## config.mk

```make
export PLATFORM = sky130hd
export DESIGN_NAME = ex_muldiv_ctrl_flat
export DESIGN_NICKNAME = d
export VERILOG_FILES = /design/src/rtl/ex_muldiv_ctrl_if.sv /design/src/rtl/ex_muldiv_ctrl.sv /design/src/flat_wrapper.sv
export SDC_FILE = /design/constraint.sdc
export NUM_CORES = 1
export LEC_CHECK = 0
export ABC_AREA = 1
export CELL_PAD_IN_SITES_DETAIL_PLACEMENT = 0
export CELL_PAD_IN_SITES_GLOBAL_PLACEMENT = 1
export CORE_MARGIN = 2
export CORE_UTILIZATION = 25
export DETAILED_ROUTE_END_ITERATION = 6
export GPL_TIMING_DRIVEN = 0
export MAX_ROUTING_LAYER = met4
export PLACE_DENSITY = 0.56
export SYNTH_ARGS = -nofsm -noshare
export SYNTH_HDL_FRONTEND = slang
export SYNTH_SLANG_ARGS = --single-unit
```

## constraint.sdc

```tcl
create_clock -name CLK -period 4.3 [get_ports CLK]
set_input_delay 0.43 -clock CLK [delete_from_list [all_inputs] [get_ports CLK]]
set_output_delay 0.43 -clock CLK [all_outputs]
set_load 0.01 [all_outputs]
```

## src/rtl/ex_muldiv_ctrl_if.sv

```systemverilog
// Request/result bundle between the EX stage and the iterative multiply/divide
// sequencer. The pipeline side is the master; the sequencer is the slave.
interface ex_muldiv_ctrl_if #(
  parameter int WIDTH = 32
);
  logic             Start;
  logic             Op;
  logic [WIDTH-1:0] OpA;
  logic [WIDTH-1:0] OpB;
  logic             Flush;
  logic             Stall;
  logic             Busy;
  logic             Done;
  logic             DivByZero;
  logic [WIDTH-1:0] Hi;
  logic [WIDTH-1:0] Lo;

  modport master (
    output Start, Op, OpA, OpB, Flush,
    input  Stall, Busy, Done, DivByZero, Hi, Lo
  );

  modport slave (
    input  Start, Op, OpA, OpB, Flush,
    output Stall, Busy, Done, DivByZero, Hi, Lo
  );
endinterface

```

## src/rtl/ex_muldiv_ctrl.sv

```systemverilog
// Iterative unsigned MULTU/DIVU sequencer for the execute stage.
// One shared 2*WIDTH-bit working register is shifted once per cycle: right
// with a shift-add for MULTU, left with a restoring subtract for DIVU.
// HI/LO are written on the edge that finishes the last iteration; a divide by
// zero skips the iterations and reports straight away.
module ex_muldiv_ctrl #(
  parameter int WIDTH = 32
) (
  input logic              CLK,
  input logic              RST,
  ex_muldiv_ctrl_if.slave  bus
);

  localparam int CW = $clog2(WIDTH) + 1;

  typedef enum logic [1:0] {
    IDLE = 2'd0,
    RUN  = 2'd1,
    DONE = 2'd2
  } state_t;

  // One shift-add iteration: {carry, acc, mplr} >> 1 after an optional add.
  function automatic logic [2*WIDTH-1:0] mulStep(
    input logic [2*WIDTH-1:0] work,
    input logic [WIDTH-1:0]   mcand
  );
    logic [WIDTH:0] sum;
    if (work[0]) begin
      sum = {1'b0, work[2*WIDTH-1:WIDTH]} + {1'b0, mcand};
    end else begin
      sum = {1'b0, work[2*WIDTH-1:WIDTH]};
    end
    return {sum, work[WIDTH-1:1]};
  endfunction

  // One restoring-division iteration. The remainder is always below the
  // divisor, so after the left shift it fits in WIDTH+1 bits and the sign of
  // the WIDTH+1-bit trial difference is exact.
  function automatic logic [2*WIDTH-1:0] divStep(
    input logic [2*WIDTH-1:0] work,
    input logic [WIDTH-1:0]   dvsr
  );
    logic [WIDTH:0] remExt;
    logic [WIDTH:0] trial;
    remExt = work[2*WIDTH-1:WIDTH-1];
    trial  = remExt - {1'b0, dvsr};
    if (!trial[WIDTH]) begin
      return {trial[WIDTH-1:0], work[WIDTH-2:0], 1'b1};
    end else begin
      return {remExt[WIDTH-1:0], work[WIDTH-2:0], 1'b0};
    end
  endfunction

  state_t             state_r;
  state_t             stateNext_s;
  logic [CW-1:0]      cnt_r;
  logic [2*WIDTH-1:0] work_r;
  logic [WIDTH-1:0]   opB_r;
  logic               op_r;
  logic [WIDTH-1:0]   hi_r;
  logic [WIDTH-1:0]   lo_r;
  logic               busy_r;
  logic               done_r;
  logic               divByZero_r;

  logic               accept_s;
  logic               divZeroReq_s;
  logic               lastIter_s;
  logic [2*WIDTH-1:0] stepWork_s;

  assign accept_s     = (state_r == IDLE) && bus.Start && !bus.Flush;
  assign divZeroReq_s = bus.Op && (bus.OpB == {WIDTH{1'b0}});
  assign lastIter_s   = (cnt_r == CW'(WIDTH - 1));

  // Shared datapath: pick the iteration for the latched operation.
  always_comb begin
    stepWork_s = work_r;
    if (op_r) begin
      stepWork_s = divStep(work_r, opB_r);
    end else begin
      stepWork_s = mulStep(work_r, opB_r);
    end
  end

  // Next-state logic of the IDLE/RUN/DONE sequencer.
  always_comb begin
    stateNext_s = state_r;
    case (state_r)
      IDLE: begin
        if (accept_s) begin
          if (divZeroReq_s) begin
            stateNext_s = DONE;
          end else begin
            stateNext_s = RUN;
          end
        end else begin
          stateNext_s = IDLE;
        end
      end
      RUN: begin
        if (bus.Flush) begin
          stateNext_s = IDLE;
        end else if (lastIter_s) begin
          stateNext_s = DONE;
        end else begin
          stateNext_s = RUN;
        end
      end
      DONE:    stateNext_s = IDLE;
      default: stateNext_s = IDLE;
    endcase
  end

  // State register plus registered Busy/Done/DivByZero decodes of the next state.
  always_ff @(posedge CLK) begin
    if (RST) begin
      state_r     <= IDLE;
      busy_r      <= 1'b0;
      done_r      <= 1'b0;
      divByZero_r <= 1'b0;
    end else begin
      state_r     <= stateNext_s;
      busy_r      <= (stateNext_s == RUN);
      done_r      <= (stateNext_s == DONE);
      divByZero_r <= accept_s && divZeroReq_s;
    end
  end

  // Operand capture, iteration and HI/LO write-back.
  always_ff @(posedge CLK) begin
    if (RST) begin
      cnt_r  <= {CW{1'b0}};
      work_r <= {(2*WIDTH){1'b0}};
      opB_r  <= {WIDTH{1'b0}};
      op_r   <= 1'b0;
      hi_r   <= {WIDTH{1'b0}};
      lo_r   <= {WIDTH{1'b0}};
    end else begin
      case (state_r)
        IDLE: begin
          if (accept_s) begin
            op_r   <= bus.Op;
            opB_r  <= bus.OpB;
            work_r <= {{WIDTH{1'b0}}, bus.OpA};
            cnt_r  <= {CW{1'b0}};
            if (divZeroReq_s) begin
              hi_r <= bus.OpA;
              lo_r <= {WIDTH{1'b1}};
            end else begin
              hi_r <= hi_r;
              lo_r <= lo_r;
            end
          end else begin
            cnt_r <= cnt_r;
          end
        end
        RUN: begin
          if (!bus.Flush) begin
            work_r <= stepWork_s;
            cnt_r  <= cnt_r + CW'(1);
            if (lastIter_s) begin
              hi_r <= stepWork_s[2*WIDTH-1:WIDTH];
              lo_r <= stepWork_s[WIDTH-1:0];
            end else begin
              hi_r <= hi_r;
            end
          end else begin
            cnt_r <= cnt_r;
          end
        end
        DONE: begin
          cnt_r <= cnt_r;
        end
        default: begin
          cnt_r <= {CW{1'b0}};
        end
      endcase
    end
  end

  // Stall must reach the pipeline in the accepting cycle, so it stays combinational.
  assign bus.Stall     = accept_s || (state_r == RUN);
  assign bus.Busy      = busy_r;
  assign bus.Done      = done_r;
  assign bus.DivByZero = divByZero_r;
  assign bus.Hi        = hi_r;
  assign bus.Lo        = lo_r;

endmodule
```

## src/flat_wrapper.sv

```systemverilog
// flat-port wrapper written by rule: the top's interface ports become plain ports
module ex_muldiv_ctrl_flat 
#(
  parameter int WIDTH = 32
)
  (CLK, RST, bus_Start, bus_Op, bus_OpA, bus_OpB, bus_Flush, bus_Stall, bus_Busy, bus_Done, bus_DivByZero, bus_Hi, bus_Lo);
  ex_muldiv_ctrl_if #(.WIDTH(WIDTH)) bus_i ();
  input logic CLK;
  input logic RST;
  input wire logic [$bits(bus_i.Start)-1:0] bus_Start;
  input wire logic [$bits(bus_i.Op)-1:0] bus_Op;
  input wire logic [$bits(bus_i.OpA)-1:0] bus_OpA;
  input wire logic [$bits(bus_i.OpB)-1:0] bus_OpB;
  input wire logic [$bits(bus_i.Flush)-1:0] bus_Flush;
  output wire logic [$bits(bus_i.Stall)-1:0] bus_Stall;
  output wire logic [$bits(bus_i.Busy)-1:0] bus_Busy;
  output wire logic [$bits(bus_i.Done)-1:0] bus_Done;
  output wire logic [$bits(bus_i.DivByZero)-1:0] bus_DivByZero;
  output wire logic [$bits(bus_i.Hi)-1:0] bus_Hi;
  output wire logic [$bits(bus_i.Lo)-1:0] bus_Lo;
  assign bus_i.Start = bus_Start;
  assign bus_i.Op = bus_Op;
  assign bus_i.OpA = bus_OpA;
  assign bus_i.OpB = bus_OpB;
  assign bus_i.Flush = bus_Flush;
  assign bus_Stall = bus_i.Stall;
  assign bus_Busy = bus_i.Busy;
  assign bus_Done = bus_i.Done;
  assign bus_DivByZero = bus_i.DivByZero;
  assign bus_Hi = bus_i.Hi;
  assign bus_Lo = bus_i.Lo;
  ex_muldiv_ctrl #(.WIDTH(WIDTH)) u_core (.CLK(CLK), .RST(RST), .bus(bus_i));
endmodule
```

==> flow_summary.yaml <==
run_status:
  status: "finished clean"
clock_network:
  holdBufCountCts: 0
  cts_root_buf: "clkbuf_16"
  cts_tree: "yes"
  htree_levels: 4
  cts_buffers: 17
  clock-sinks: 172
  clkTransAtPathRegs_ns: 0.07
  insertion_delay_ns: 0.50
  clockBufferDepth: 2
  cts_resized: 0
  post-cts-setup-buffers: 0
min_path:
  hold_class: "reg -> reg"
die:
  rows: 83
  fp.dieH_um: 231
  io_pins: 137
  core_sq_um: 51200
  fp.dieW_um: 231
  die_area_sq_um: 53500
  initial_core_util: 0.252
critical_path:
  path_max_fanout: 10
  arrival_ns: 3.52
  path_class: "in -> reg"
  critPathLaunchType: "input port"
  critical_path_required_ns: 4.71
  r2r_slack_ns: 1.22
  cp-end-kind: "flip-flop"
logic_synthesis:
  synth_nets: 2355
  async_reset_ff_frac: 0
  yosysSeqAreaShare: 0.267
  synth.distinct_cells: 37
  synthTopCellsByCount: "nand2_1 (634), inv_1 (346), a21oi_1 (279)"
  syn_area_sq_um: 12900
  synth_top_family_by_area: "simple AND/OR/NAND/NOR gates"
  ys_warn_count: 0
  ys_dominant_reg_cell: "dfxtp_1"
  synthMuxAreaShare: 0
  synth_area_leaders: "dfxtp_1 (27%), nand2_1 (18%), a21oi_1 (11%)"
  synthCells: 2219
  synth_compound_area_frac: 0.204
  synth.most_common_cell: "nand2_1"
  synth-simple-area-share: 0.320
  synth-edff-count: 0
  synth_top_area_frac: 0.267
  synth-seq-cells: 172
  synth.avg_cell_area_sq_um: 5.82
  synthXorXnorAreaFrac: 0.0122
  synth-adder-area-share: 0.0661
  synth_top_area_cell: "dfxtp_1"
timing:
  slew_viol_final: 0
  setup_viol: 0
  worst_clock_skew_ns: 0.0279
  fmax_ghz: 0.322
  hold_viol_final: 0
  tns_ns: 0
  slew_headroom: 0.374
  finalHoldWorstSlack_ns: 0.457
  finalCriticalPeriod_ns: 3.11
  rsz0062_at_grt: "no"
  tightestPinTransition_ns: 0.939
  min_period_over_period: 0.723
global_routing:
  antenna_found_initial: 1
  grt_usage: 0.224
  grt_pass1_wl_mm: 86.4
  overflow: 0
  grt_pass1_vias: 13533
  grt_max_degree: 17
layout:
  n_fill_cell: 5802
  fin_util: 0.306
  diodes: 0
  drive_gt1_frac: 0.0293
  area_delta_synth_final_pct: 21.3
  ff_latch_area_sq_um: 3440
  final_nets: 2510
  multi_input_area_sq_um: 7780
routing:
  drtPass1Iterations: 7
  met3_wirelength_mm: 2.29
  wl_met2_mm: 26.3
  route.detailed.drc: 0
  highest_layer: "met4"
  met1Wirelength_mm: 28.9
  wl_mm: 58.5
  routed-via-count: 14404
  first_iter_violations: 1231
  antenna_left: 0
  avgViaCountPerCell: 4.70
  routedWlPerCell_um: 19.1
place:
  dpl.hpwl_mm: 48.8
  port_buffers: 136
  gp_congestion: 0.915
run:
  cap_violations: 0
power_and_ir_drop:
  power.density_nw_per_um2: 344
  p_leak_uw: 0.00743
  ir_drop_uv: 293
## sequential cells by signal, indices dropped and copies added, names as in the netlist
| name | count |
|---|---|
| u_core.work_r | 64 |
| u_core.bus.Lo | 32 |
| u_core.bus.DivByZero | 1 |
| u_core.bus.Busy | 1 |
| u_core.bus.Done | 1 |
| u_core.state_r | 2 |
| u_core.bus.Hi | 32 |
| u_core.cnt_r | 6 |
| u_core.opB_r | 32 |
| u_core.op_r | 1 |
## power by group
part           internal [uW]  leakage (uW)  switching [uW]
Sequential              1670       0.00140            98.6
Combinational            642       0.00577            1420
Clock                    754      0.000260             807
## cells by family after synthesis
logic type                 after synthesis
AOI/OAI and AO/OA                      515
and+or+nand+nor                       1006
buffers and inverters                  441
DFF                                    172
xor gates and xnor gates                18
adders and majority gates               67
## final timing paths
| path | start | endpoint | depth (start not counted) |
|---|---|---|---|
| setup / recovery | bus_OpB[0] | u_core.bus.Hi[23]$_SDFFE_PP0P_ | 10 |
| hold / removal | u_core.cnt_r[5]$_SDFFE_PP0P_ | u_core.cnt_r[5]$_SDFFE_PP0P_ | 1 |
| setup reg to reg | u_core.work_r[31]$_SDFFE_PP0P_ | u_core.work_r[55]$_SDFFE_PP0P_ | 18 |
| hold reg to reg | u_core.cnt_r[5]$_SDFFE_PP0P_ | u_core.cnt_r[5]$_SDFFE_PP0P_ | 1 |
## worst max-delay path, cell delays in order
cell and delay [ns]:
clkdlybuf4s50_1 0.56, nor4_1 0.82, nand3b_1 0.22, nor2_1 0.14, nand3_1 0.09, nand2_1 0.13
buf_2 0.32, clkbuf_1 0.50, o21ai_0 0.15, a21oi_1 0.15
## cell type report
class	count	area share
Clock buffer	19	0.0276
Buffer	90	0.0240
Tap cell	680	0.0543
Sequential cell	172	0.220
Inverter	351	0.0841
Multi-Input combinational cell	1606	0.497
Clock inverter	13	0.00687
Timing Repair Buffer	136	0.0869
## placed cells by master (no fill, tap or decap), drive strengths merged, types with 7 or more instances in the layout
cell type | Yosys | layout
clkbuf | 75 | 94
nand4 | 10 | 10
clkdlybuf4s50 | 0 | 136
nor2 | 186 | 186
ha | 65 | 65
dfxtp | 172 | 172
nand2 | 647 | 647
o21bai | 7 | 7
xor2 | 16 | 16
nor3 | 11 | 11
a21oi | 282 | 282
o21ai | 217 | 217
nand3 | 132 | 132
inv | 351 | 358
buf | 15 | 15
nor4 | 10 | 10
## metal layers
metal / GRT usage / up-vias
met5: - / -
met4: 0.0486 / 0
met3: 0.0294 / 51
met2: 0.353 / 313
met1: 0.306 / 6663
li1: - / 7377
## stage by stage
stage	setup slack [ns]	area, sq um	instances	power [uW]
4_1_cts	1.10	15700	3067	5450
2_1_floorplan	2.04	12900	2219	3120
3_5_place_dp	0.590	15100	3035	3860
5_1_grt	0.873	15700	3067	5760
6_report	1.19	15700	3067	5390
3_3_place_gp	0.586	15100	3035	3860
(Power assumes the default switching activity.)
